<file path="src/rtl/flag_unit_if.sv">
// Bundle of ALU-flag, branch-request and branch-outcome signals for flag_unit.
// The master side drives requests; the slave side (flag_unit) returns flags and outcomes.
interface flag_unit_if;
    logic [2:0] alu_flags;
    logic [2:0] alu_op;
    logic       alu_valid;
    logic       stall;
    logic       branch_req;
    logic [2:0] cond;
    logic [2:0] flags_q;
    logic       branch_valid;
    logic       branch_taken;

    modport master (
        output alu_flags,
        output alu_op,
        output alu_valid,
        output stall,
        output branch_req,
        output cond,
        input  flags_q,
        input  branch_valid,
        input  branch_taken
    );

    modport slave (
        input  alu_flags,
        input  alu_op,
        input  alu_valid,
        input  stall,
        input  branch_req,
        input  cond,
        output flags_q,
        output branch_valid,
        output branch_taken
    );
endinterface

</file>
<file path="src/rtl/flag_unit.sv">
// Architectural {Z,V,N} flag register with per-opcode write masks and a registered branch
// evaluator. Define FLAG_BYPASS_EN to let a branch see the same-cycle flag update.
module flag_unit (
    input logic        clk,
    input logic        rst_n,
    flag_unit_if.slave bus
);

    typedef enum logic [2:0] {
        OpAdd    = 3'b000,
        OpSub    = 3'b001,
        OpXor    = 3'b010,
        OpRed    = 3'b011,
        OpSll    = 3'b100,
        OpSra    = 3'b101,
        OpRor    = 3'b110,
        OpPadsub = 3'b111
    } alu_op_e;

    typedef enum logic [2:0] {
        CcNe     = 3'b000,
        CcEq     = 3'b001,
        CcGt     = 3'b010,
        CcLt     = 3'b011,
        CcGe     = 3'b100,
        CcLe     = 3'b101,
        CcOv     = 3'b110,
        CcUncond = 3'b111
    } cond_e;

    localparam int unsigned FlagZ = 2;
    localparam int unsigned FlagV = 1;
    localparam int unsigned FlagN = 0;

    logic [2:0] flag_q, flag_d;
    logic       valid_q, valid_d;
    logic       taken_q, taken_d;

    logic [2:0] wr_mask;
    logic [2:0] post_flags;
    logic [2:0] eval_flags;
    logic       cond_hit;

    always_comb begin
        wr_mask = 3'b000;
        unique case (alu_op_e'(bus.alu_op))
            OpAdd, OpSub:               wr_mask = 3'b111;
            OpXor, OpSll, OpSra, OpRor: wr_mask = 3'b100;
            OpRed, OpPadsub:            wr_mask = 3'b000;
            default:                    wr_mask = 3'b000;
        endcase
    end

    // Unmasked bits pass through from the register untouched.
    always_comb begin
        post_flags = flag_q;
        if (bus.alu_valid) begin
            post_flags = (flag_q & ~wr_mask) | (bus.alu_flags & wr_mask);
        end
    end

`ifdef FLAG_BYPASS_EN
    assign eval_flags = post_flags;
`else
    assign eval_flags = flag_q;
`endif

    always_comb begin
        cond_hit = 1'b0;
        unique case (cond_e'(bus.cond))
            CcNe:     cond_hit = ~eval_flags[FlagZ];
            CcEq:     cond_hit = eval_flags[FlagZ];
            CcGt:     cond_hit = ~eval_flags[FlagZ] & ~eval_flags[FlagN];
            CcLt:     cond_hit = eval_flags[FlagN];
            CcGe:     cond_hit = eval_flags[FlagZ] | ~eval_flags[FlagN];
            CcLe:     cond_hit = eval_flags[FlagZ] | eval_flags[FlagN];
            CcOv:     cond_hit = eval_flags[FlagV];
            CcUncond: cond_hit = 1'b1;
            default:  cond_hit = 1'b0;
        endcase
    end

    // A stall freezes everything, including a branch_valid pulse already on the output.
    always_comb begin
        flag_d  = flag_q;
        valid_d = valid_q;
        taken_d = taken_q;
        if (!bus.stall) begin
            flag_d  = post_flags;
            valid_d = bus.branch_req;
            if (bus.branch_req) begin
                taken_d = cond_hit;
            end
        end
    end

    always_ff @(posedge clk) begin
        if (!rst_n) begin
            flag_q  <= 3'b000;
            valid_q <= 1'b0;
            taken_q <= 1'b0;
        end else begin
            flag_q  <= flag_d;
            valid_q <= valid_d;
            taken_q <= taken_d;
        end
    end

    assign bus.flags_q      = flag_q;
    assign bus.branch_valid = valid_q;
    assign bus.branch_taken = taken_q;

endmodule

</file>
<file path="src/flat_wrapper.sv">
// flat-port wrapper written by rule: the top's interface ports become plain ports
module flag_unit_flat 
  (clk, rst_n, bus_alu_flags, bus_alu_op, bus_alu_valid, bus_stall, bus_branch_req, bus_cond, bus_flags_q, bus_branch_valid, bus_branch_taken);
  flag_unit_if bus_i ();
  input logic clk;
  input logic rst_n;
  input wire logic [$bits(bus_i.alu_flags)-1:0] bus_alu_flags;
  input wire logic [$bits(bus_i.alu_op)-1:0] bus_alu_op;
  input wire logic [$bits(bus_i.alu_valid)-1:0] bus_alu_valid;
  input wire logic [$bits(bus_i.stall)-1:0] bus_stall;
  input wire logic [$bits(bus_i.branch_req)-1:0] bus_branch_req;
  input wire logic [$bits(bus_i.cond)-1:0] bus_cond;
  output wire logic [$bits(bus_i.flags_q)-1:0] bus_flags_q;
  output wire logic [$bits(bus_i.branch_valid)-1:0] bus_branch_valid;
  output wire logic [$bits(bus_i.branch_taken)-1:0] bus_branch_taken;
  assign bus_i.alu_flags = bus_alu_flags;
  assign bus_i.alu_op = bus_alu_op;
  assign bus_i.alu_valid = bus_alu_valid;
  assign bus_i.stall = bus_stall;
  assign bus_i.branch_req = bus_branch_req;
  assign bus_i.cond = bus_cond;
  assign bus_flags_q = bus_i.flags_q;
  assign bus_branch_valid = bus_i.branch_valid;
  assign bus_branch_taken = bus_i.branch_taken;
  flag_unit u_core (.clk(clk), .rst_n(rst_n), .bus(bus_i));
endmodule
</file>
<file path="config.mk">
export PLATFORM = sky130hd
export DESIGN_NAME = flag_unit_flat
export DESIGN_NICKNAME = d
export VERILOG_FILES = /design/src/rtl/flag_unit_if.sv /design/src/rtl/flag_unit.sv /design/src/flat_wrapper.sv
export SDC_FILE = /design/constraint.sdc
export NUM_CORES = 1
export LEC_CHECK = 0
export ABC_AREA = 1
export BUFFER_PORTS_ARGS = -buffer_cell sky130_fd_sc_hd__buf_2
export CORE_AREA = 2 2 39 41
export CTS_CLUSTER_SIZE = 14
export DETAILED_ROUTE_END_ITERATION = 7
export DIE_AREA = 0 0 41 43
export PLACE_DENSITY = 0.51
export SLEW_MARGIN = 40
export SYNTH_ARGS = -nofsm -noshare
export SYNTH_HDL_FRONTEND = slang
export SYNTH_SLANG_ARGS = --single-unit
export TNS_END_PERCENT = 5
</file>
<file path="constraint.sdc">
create_clock -name clk -period 1 [get_ports clk]
set_input_delay 0.05 -clock clk [delete_from_list [all_inputs] [get_ports clk]]
set_output_delay 0.05 -clock clk [all_outputs]
set_load 0.005 [all_outputs]
</file>
Word-level counts from Yosys, hierarchy flattened
Memories as Yosys holds them, arrays and structs flattened.
Cells that the tools add are included.
- reductions and logical operators: 3
- bitwise gates (word level): 10
- muxes and demuxes: 1
- eq/ne operators: 7
- div/mod/pow operators: 0
- order comparisons: 0
- $mul: 0
- shifts and indexed selects: 0
- add/subtract/negate cells: 0
- operators with widths (cell ; number):
    3-bit equality test (second input constant) ; 4
    1-bit one-hot mux with 8 select lines ; 1
    3-bit AND ; 2
    3-bit by 2-bit equality test with 1-bit output (second input constant) ; 2
    2-bit AND reduction ; 2
    3-bit by 1-bit equality test with 1-bit output (second input constant) ; 1
    3-bit zero test ; 1
    1-bit inverter ; 3
    3-bit inverter ; 1
    3-bit OR ; 1
    1-bit OR ; 2
    1-bit AND ; 1
- memory bits (read-only): 24
- memories: 1
- output and inout bits: 5
- latch bits: 0
- word-level logic and storage cells: 25
- RAM bits: 0
- bits in registers: 5
- memories (memory ; words ; bits a word ; read ports ; clocked after memory_dff ; wr ports ; RTL line ; source):
    (name not given) ; 8 ; 3 ; 1 ; 0 ; 0 ; flag_unit.sv:46 ; unique case (alu_op_e'(bus.alu_op))

Logic depth before layout (Yosys ltp)
Gate-level depths: netlist of the first run.
An unclocked memory read counts as a cell.
- word-level depth: 4
- depth in mapped cells: 5

Worst setup path before layout of the first run
No wires, ideal clock.
- kind: register to register
- start point: register with a tool-made name
- end point: register u_core.taken_q, in the netlist u_core.bus.branch_taken
- setup time: 0.119 ns
- buffers on the path: 0
- stages on the path, launching flop included: 6
- data arrival time: 0.685 ns
- required time: 0.881 ns
- setup slack: 0.196 ns
- cell sequence: dfxtp_1 -> nor2_1 -> nand2_1 -> nand3_1 -> nor2_1 -> a21oi_1
- RTL lines (item ; RTL line ; source):
    to (signal assigned) ; flag_unit.sv:105 ; taken_q <= taken_d;
    to (decl) ; flag_unit.sv:37 ; logic taken_q, taken_d;

==> impl_metrics.csv, run 1 <==
group,metric,value,unit
outcome,status,"completed",
yosys,ys_seq_area_share,37.9,%
worst_setup_path,cp_data_arrival_time,1.01,ns
worst_setup_path,cpMostUsedCell,"nor2_1",
worst_setup_path,cp-end-kind,"register",
route,num_vias,340,
layout,utilization,28.9,%
yosys,syn_inst,42,
timing,rsz0062_at_grt,"no",
timing,fin_crit_sh,88.4,%
layout,layout-drive-gt1-share,34.4,%
layout,seq_area,100,um2
grt,track_usage,9.77,%
die,fp.dieArea,0.00176,mm2
clocking,cts_tree,"built",
die,die_w,41,um
timing,worst_pin_slew,0.211,ns
grt,grt_pass1_wl,1150,um
timing,period_minus_slack,0.884,ns
die,die_y,43,um
timing,fin_ws,0.116,ns
place,placedCellCount,76,
die,num_io_pins,19,
clocking,cts_buffers,3,
yosys,syn_nets,56,
route,viasPerCell,4.25,
route,drt_iter0_markers,9,
clocking,clock_latency,0.24,ns
yosys,synth_warnings,0,
clocking,cts_hold_buf,0,
place,pre_cts_ws,0.119,ns
power,ir_drop,479,uV
worst_setup_path,path_cells,"nor2_1 -> nand2_1 -> nand3_1 -> nor2_1 -> a21oi_1",
timing,fin_skew,0.00428,ns
place,dp_hpwl,553,um
timing,slew_violations,0,
yosys,avgSynthCellArea,6.29,um2
yosys,syn_area,264,um2
timing,tns,0,ns
timing,slew_headroom,85.9,%
route,drc,0,
clocking,cts_num_sinks,5,
layout,final_cell_mix,"buf_2 (18), nand2_1 (11), nor2_1 (7)",
worst_hold_path,hp-class,"in2reg",
grt,grt_pass1_vias,303,
yosys,synth.distinct_cells,8,
die,start_util,19.1,%
worst_setup_path,required,1.13,ns
layout,area_delta_synth_final,51.7,%
place,gp_congestion,0.726,
grt,grt_remaining_overflow,0,
layout,antenna_cells,0,
place,port_buffers,18,
worst_hold_path,min_from,"rst_n",
worst_setup_path,critical_path.top_delay_family,"flip-flops",
power,pwr_density_cell,1320,mW/mm2
grt,antenna_found_initial,0,
worst_setup_path,cp_num_buf_inv,0,
clocking,cts-root-buf,"clkbuf_4",
run,max_cap_viol_count,0,
layout,fill_cells,158,
power,leakage,0.206,nW
clocking,cts_resized,0,
layout,final_common_cell,"buf_2",
timing,hold_viol,0,
clocking,cts_max_level,1,
clocking,post_cts_buffers,0,
timing,setup_viol,0,
worst_setup_path,start_kind,"register",
route,wl_per_cell,9.00,um
timing,max_freq,1.13,GHz
yosys,yosys_register_bits,5,
layout,fin_nets,79,
route,ant_nets,0,
route,routed_wl,720,um
power,total_power,0.529,mW
route,dr.pass1.iters,4,
layout,multi_input_area,149,um2
die,fp-row-count,14,
die,fp.coreArea,0.00138,mm2
worst_setup_path,critical-path-max-stage-delay,0.41,ns
clocking,cts.clk_slew.worst_paths,0.05,ns
layout,layout.cells.non_filler,80,
worst_setup_path,crit_path_top_delay_cell,"dfxtp_1",
clocking,cts_buffer_depth,2,
worst_setup_path,r2r_slack,0.12,ns
worst_setup_path,worstSetupPathType,"reg2reg",
worst_setup_path,critPathMaxFanout,6,
grt,grt_max_degree,7,
[tightest hold or removal path, cell delays in order]
cell and delay (ns):
buf_2 0.10, o21ai_0 0.06, a21oi_1 0.04
[worst paths after layout]
check                             to  depth (start not counted)
max          u_core.bus.branch_taken                          5
min          u_core.bus.branch_taken                          3
max reg2reg  u_core.bus.branch_taken                          5
min reg2reg                 register                          2
[synthesized netlist by cell type]
cell,count,area share (%)
nand2_1,11,16
nor2_1,7,10
a21oi_1,6,11
dfxtp_1,5,38
nand3_1,5,9.5
inv_1,4,5.7
o21ai_0,3,5.7
nor2_4,1,4.3
[routing by layer]
layer	wire [um]	track usage [%]	share of wire, %
met5	0	0	0
met4	0	6.00	0
met2	294	13.4	41
met3	63	4.71	8.8
met1	362	11.7	50
[metrics by stage]
step	cell area [um2]	hold slack [ns]
5_1_grt	400	0.0930
4_1_cts	400	0.0666
2_1_floorplan	264	0.188
3_5_place_dp	374	0.321
6_report	400	0.0660
3_3_place_gp	374	0.317
[cell type report]
type | count | share of cell area (%)
clock buffers | 4 | 6.56
inverters | 4 | 3.75
multi-input cells | 33 | 37.2
flip-flops and latches | 5 | 25.0
well taps | 16 | 5.00
repair buffers | 18 | 22.5
[logic make-up after synthesis]
family / synth area share (%)
compound gates: 17.1
flops: 37.9
buf+inv: 5.69
simple gates: 39.3
[power by group]
| group | switching (mW) | internal, mW |
|---|---|---|
| combinational | 0.0434 | 0.0390 |
| sequential | 0.00581 | 0.208 |
| clock | 0.0816 | 0.151 |
(Power assumes the default switching activity.)
==> inputs of run 2 (changes only) <==
- CAP_MARGIN: not set -> 20
- CORE_AREA: 2 2 39 41 -> 3 3 40 42
- DIE_AREA: 0 0 41 43 -> 0 0 43 45
==> run 2 against run 1 <==
Effect of this change: design area down 0.31%; register-to-register slack better by 0.02 ns; largest cell class unchanged; combinational power down 2%; sequential share of layout area up 0.078 points; core utilization up 2.1 points; wire length down 2.4%.
==> impl_metrics.csv, run 2 (synthesized netlist as in run 1, its figures left out) <==
group,metric,value,unit
layout,area_delta_synth_final,51.2,%
clocking,cts_max_level,1,
grt,busiest_layer,"met2",
worst_hold_path,hp-class,"in2reg",
clocking,cts_num_sinks,5,
route,routed_wl,703,um
power,pwr_density_cell,1350,mW/mm2
power,switching_share,25.9,%
grt,met3_usage,3.98,%
power,internal_power,0.399,mW
route,ant_nets,0,
worst_setup_path,cp-end-kind,"register",
die,num_io_pins,19,
die,fp.coreArea,0.00128,mm2
die,fp.dieArea,0.00194,mm2
grt,grtUsageMet2,12.3,%
clocking,cts.clk_slew.worst_paths,0.05,ns
clocking,cts_hold_buf,0,
die,fp-row-count,13,
timing,slew_headroom,86.6,%
layout,fill_cells,146,
grt,grt_pass1_wl,1160,um
power,ir_drop,536,uV
layout,final_cell_area,399,um2
timing,worst_pin_slew,0.200,ns
worst_setup_path,start_kind,"register",
power,p_sw,0.139,mW
grt,antenna_found_initial,0,
worst_setup_path,worstSetupPathType,"reg2reg",
grt,use_met1,9.44,%
place,port_buffers,18,
place,placed_cell_area,373,um2
power,leakage,0.206,nW
die,die_w,43,um
power,p_seq_share,39.7,%
grt,grt_remaining_overflow,0,
clocking,cts_tree,"built",
route,wl_per_cell,8.90,um
timing,tns,0,ns
timing,max_freq,1.15,GHz
layout,multi_input_area,149,um2
worst_setup_path,crit_path_top_delay_cell,"dfxtp_1",
timing,fin_crit_sh,86.9,%
power,comb_power_share,15.1,%
route,viasPerCell,4.01,
worst_setup_path,critPathMaxFanout,6,
timing,fin_ws,0.131,ns
route,drt_iter0_markers,7,
timing,hold_viol,0,
clocking,cts_buffers,3,
grt,grt_pass1_vias,324,
timing,rsz0062_at_grt,"no",
timing,fin_skew,0.0106,ns
power,clkPwrFrac,45.3,%
grt,grt_max_degree,7,
layout,seq_area,100,um2
run,max_cap_viol_count,0,
die,die_y,45,um
timing,period_minus_slack,0.869,ns
place,pre_cts_ws,0.151,ns
clocking,cts_buffer_depth,2,
layout,layout-drive-gt1-share,34.4,%
outcome,status,"completed",
clocking,cts-root-buf,"clkbuf_4",
route,dr.pass1.iters,2,
place,gp_congestion,0.657,
worst_setup_path,required,1.14,ns
clocking,post_cts_buffers,0,
clocking,cts_resized,0,
route,num_vias,317,
route,drc,0,
layout,final_cell_mix,"buf_2 (18), nand2_1 (11), nor2_1 (7)",
layout,utilization,31.1,%
place,dp_hpwl,576,um
grt,track_usage,8.26,%
worst_setup_path,cpMostUsedCell,"nor2_1",
clocking,clock_latency,0.25,ns
die,start_util,20.5,%
worst_setup_path,cp_data_arrival_time,1.01,ns
layout,antenna_cells,0,
worst_setup_path,path_cells,"nor2_1 -> nand2_1 -> nand3_1 -> nor2_1 -> a21oi_1",
layout,final_common_cell,"buf_2",
layout,fin_nets,79,
timing,setup_viol,0,
timing,slew_violations,0,
worst_setup_path,critical-path-max-stage-delay,0.40,ns
run 2: cell counts in the layout (fill, tap and decap cells not counted):
Identical to the previous run, type by type.
run 2: area by class of cell:
cell class	instances	share of cell area (%)
multi-input combinational	33	37.3
sequential	5	25.1
inverter	4	3.76
clock buffer	4	6.58
tap	15	4.70
timing repair buffer	18	22.6
run 2: worst paths after layout:
path | from | to | slack, ns | cells after the start
max reg2reg | register | u_core.bus.branch_taken | 0.13 | 5
max | register | u_core.bus.branch_taken | 0.13 | 5
min reg2reg | register | register | 0.48 | 2
min | rst_n | u_core.bus.branch_taken | 0.06 | 3
run 2: layer usage:
metal	vias up	part of all wire, %
li1	179	-
met1	129	50
met2	9	44
met3	0	5.3
met4	0	0
met5	-	0
run 2: worst max-delay path: cells and delay by family, from the launching register on:
family,cells,cell delay (ns)
AOI/OAI and AO/OA,1,0.07
DFF,1,0.40
and+or+nand+nor,4,0.30
run 2: per-stage QoR:
step	std cells	hold slack [ns]	total power, mW
detailed placement	75	0.317	0.299
global route	79	0.0914	0.579
finish	79	0.0580	0.538
CTS	79	0.0509	0.551
global placement	75	0.319	0.299
floorplan	42	0.188	0.254
run 2: power groups by stage:
stage | logic, mW | registers [mW] | clock network (mW)
after floorplan | 0.0357 | 0.218 | 0
after global placement | 0.0816 | 0.218 | 0
final | 0.0810 | 0.213 | 0.243
after detailed placement | 0.0814 | 0.217 | 0
after CTS | 0.0820 | 0.214 | 0.256
after global routing | 0.0950 | 0.215 | 0.270
==> inputs of run 3 (changes only) <==
==> constraint.sdc (replaced) <==
create_clock -name clk -period 1 [get_ports clk]
set_input_delay 0.15 -clock clk [delete_from_list [all_inputs] [get_ports clk]]
set_output_delay 0.15 -clock clk [all_outputs]
set_load 0.005 [all_outputs]
==> run 3 against run 2 <==
Effect of this change: critical path depth decreased by 4; sequential share of layout area grew 0.23 points; clock-buffer cell count unchanged; first-iteration DRC count decreased by 71%; core utilization rose by 0.097 points; final cell count is the same; design area increased by 0.31%; sequential power is essentially flat; clock power down 2%; power shrank 1.1%; fmax decreased by 0.96%; critical endpoint is now bus_flags_q[2]; highest routed layer unchanged.
==> impl_metrics.csv, run 3 (synthesized netlist as in run 1, its figures left out) <==
group,metric,value,unit
die,die_w,43,um
timing,slew_headroom,86.9,%
worst_setup_path,worstSetupPathType,"reg2out",
clocking,cts.clk_slew.worst_paths,0.05,ns
outcome,status,"completed",
worst_setup_path,start_kind,"register",
timing,fin_skew,0.00837,ns
route,viasPerCell,4.13,
power,internal_power,0.399,mW
route,drt_iter0_markers,2,
power,clkPwrFrac,44.5,%
clocking,cts_hold_buf,0,
power,switching_share,25.0,%
timing,tns,0,ns
layout,layout-drive-gt1-share,35.9,%
grt,grt_pass1_wl,1260,um
clocking,cts_num_sinks,5,
die,fp.dieArea,0.00194,mm2
worst_setup_path,crit_path_top_delay_cell,"dfxtp_1",
clocking,cts_max_level,1,
run,max_cap_viol_count,0,
layout,final_common_cell,"buf_2",
worst_hold_path,min_from,"rst_n",
grt,grt_pass1_vias,312,
worst_setup_path,critPathMaxFanout,4,
die,start_util,20.5,%
layout,antenna_cells,0,
worst_setup_path,critical-path-max-stage-delay,0.35,ns
route,routed_wl,682,um
clocking,cts-root-buf,"clkbuf_4",
grt,antenna_found_initial,0,
route,num_vias,326,
timing,rsz0062_at_grt,"no",
place,gp_congestion,0.731,
worst_hold_path,min_to,"u_core.bus.branch_taken",
timing,period_minus_slack,0.877,ns
worst_setup_path,cp-end-kind,"output port",
die,fp-row-count,13,
layout,multi_input_area,149,um2
die,fp.coreArea,0.00128,mm2
layout,fin_nets,79,
worst_hold_path,hold_depth,3,
worst_setup_path,critical_path.top_delay_family,"flip-flops",
power,ir_drop,672,uV
worst_setup_path,path_cells,"buf_2",
timing,fin_ws,0.123,ns
worst_setup_path,r2r_cells,4,
worst_setup_path,r2r_slack,0.15,ns
layout,area_delta_synth_final,51.7,%
power,total_power,0.532,mW
layout,fill_cells,147,
clocking,cts_buffer_depth,2,
clocking,clock_latency,0.25,ns
place,port_buffers,18,
route,wl_per_cell,8.63,um
place,pre_cts_ws,0.151,ns
timing,whs,0.166,ns
worst_setup_path,cp_data_arrival_time,0.73,ns
grt,grt_max_degree,7,
timing,worst_pin_slew,0.196,ns
worst_setup_path,required,0.85,ns
grt,track_usage,8.67,%
power,pwr_density_cell,1330,mW/mm2
grt,grt_remaining_overflow,0,
worst_setup_path,cp_num_buf_inv,1,
route,ant_nets,0,
die,num_io_pins,19,
power,comb_power_share,15.3,%
clocking,cts_buffers,3,
timing,setup_viol,0,
route,drc,0,
worst_hold_path,hp-class,"in2reg",
timing,slew_violations,0,
power,leakage,0.207,nW
timing,hold_viol,0,
power,p_seq_share,40.2,%
timing,max_freq,1.14,GHz
clocking,cts_tree,"built",
layout,final_cell_mix,"buf_2 (18), nand2_1 (11), nor2_1 (7)",
place,dp_hpwl,588,um
worst_setup_path,rr_endpoint,"u_core.bus.branch_taken",
route,dr.pass1.iters,5,
die,die_y,45,um
timing,fin_crit_sh,87.7,%
layout,seq_area,101,um2
power,p_sw,0.133,mW
## run 3: worst min-delay path: stages
cell,delay (ns)
buf_2,0.10
o21ai_0,0.06
a21oi_1,0.04
## run 3: area by class of cell
type / count / area share, %
Sequential cell: 5 / 25.3
Multi-Input combinational cell: 33 / 37.2
Inverter: 4 / 3.75
Tap cell: 15 / 4.69
Timing Repair Buffer: 18 / 22.5
Clock buffer: 4 / 6.56
## run 3: metrics by stage
stage          instance area [um2]  utilization (%)  std cells
2_1_floorplan                  264                -         42
3_3_place_gp                   373             29.0         75
3_5_place_dp                   373             29.0         75
4_1_cts                        399             31.1         79
5_1_grt                        400             31.2         79
6_report                       400             31.2         79
## run 3: repair_timing
| item | CTS | global route |
|---|---|---|
| setup buffers | 0 | 0 |
| setup endpoints to repair | 0 | 2 |
| resized for setup | 0 | 1 |
## run 3: worst max path at each step
stage / start / endpoint / slack (ns) / depth (start not counted)
final: register / bus_flags_q[2] / 0.12 / 1
after detailed placement: register / u_core.bus.branch_taken / 0.15 / 4
after floorplan: register / u_core.bus.branch_taken / 0.20 / 5
after CTS: register / bus_flags_q[0] / 0.05 / 1
after global routing: register / u_core.bus.branch_taken / 0.02 / 5
after global placement: register / u_core.bus.branch_taken / 0.15 / 5
## run 3: power groups by stage
stage / registers [mW] / logic, mW / clock network (mW)
global placement: 0.218 / 0.0811 / 0
floorplan: 0.218 / 0.0357 / 0
CTS: 0.214 / 0.0824 / 0.247
detailed placement: 0.218 / 0.0819 / 0
finish: 0.214 / 0.0812 / 0.237
global route: 0.215 / 0.0961 / 0.262
## run 3: layer usage
layer  vias to the layer above  GRT usage, %  part of all wire [%]  routed length (um)
met5                         -             0                     0                   0
met4                         0          1.81                     0                   0
met3                         0          5.18                   6.3                  43
met2                         9          13.5                    49                 332
met1                       135          10.4                    45                 306
li1                        182             -                     -                   -
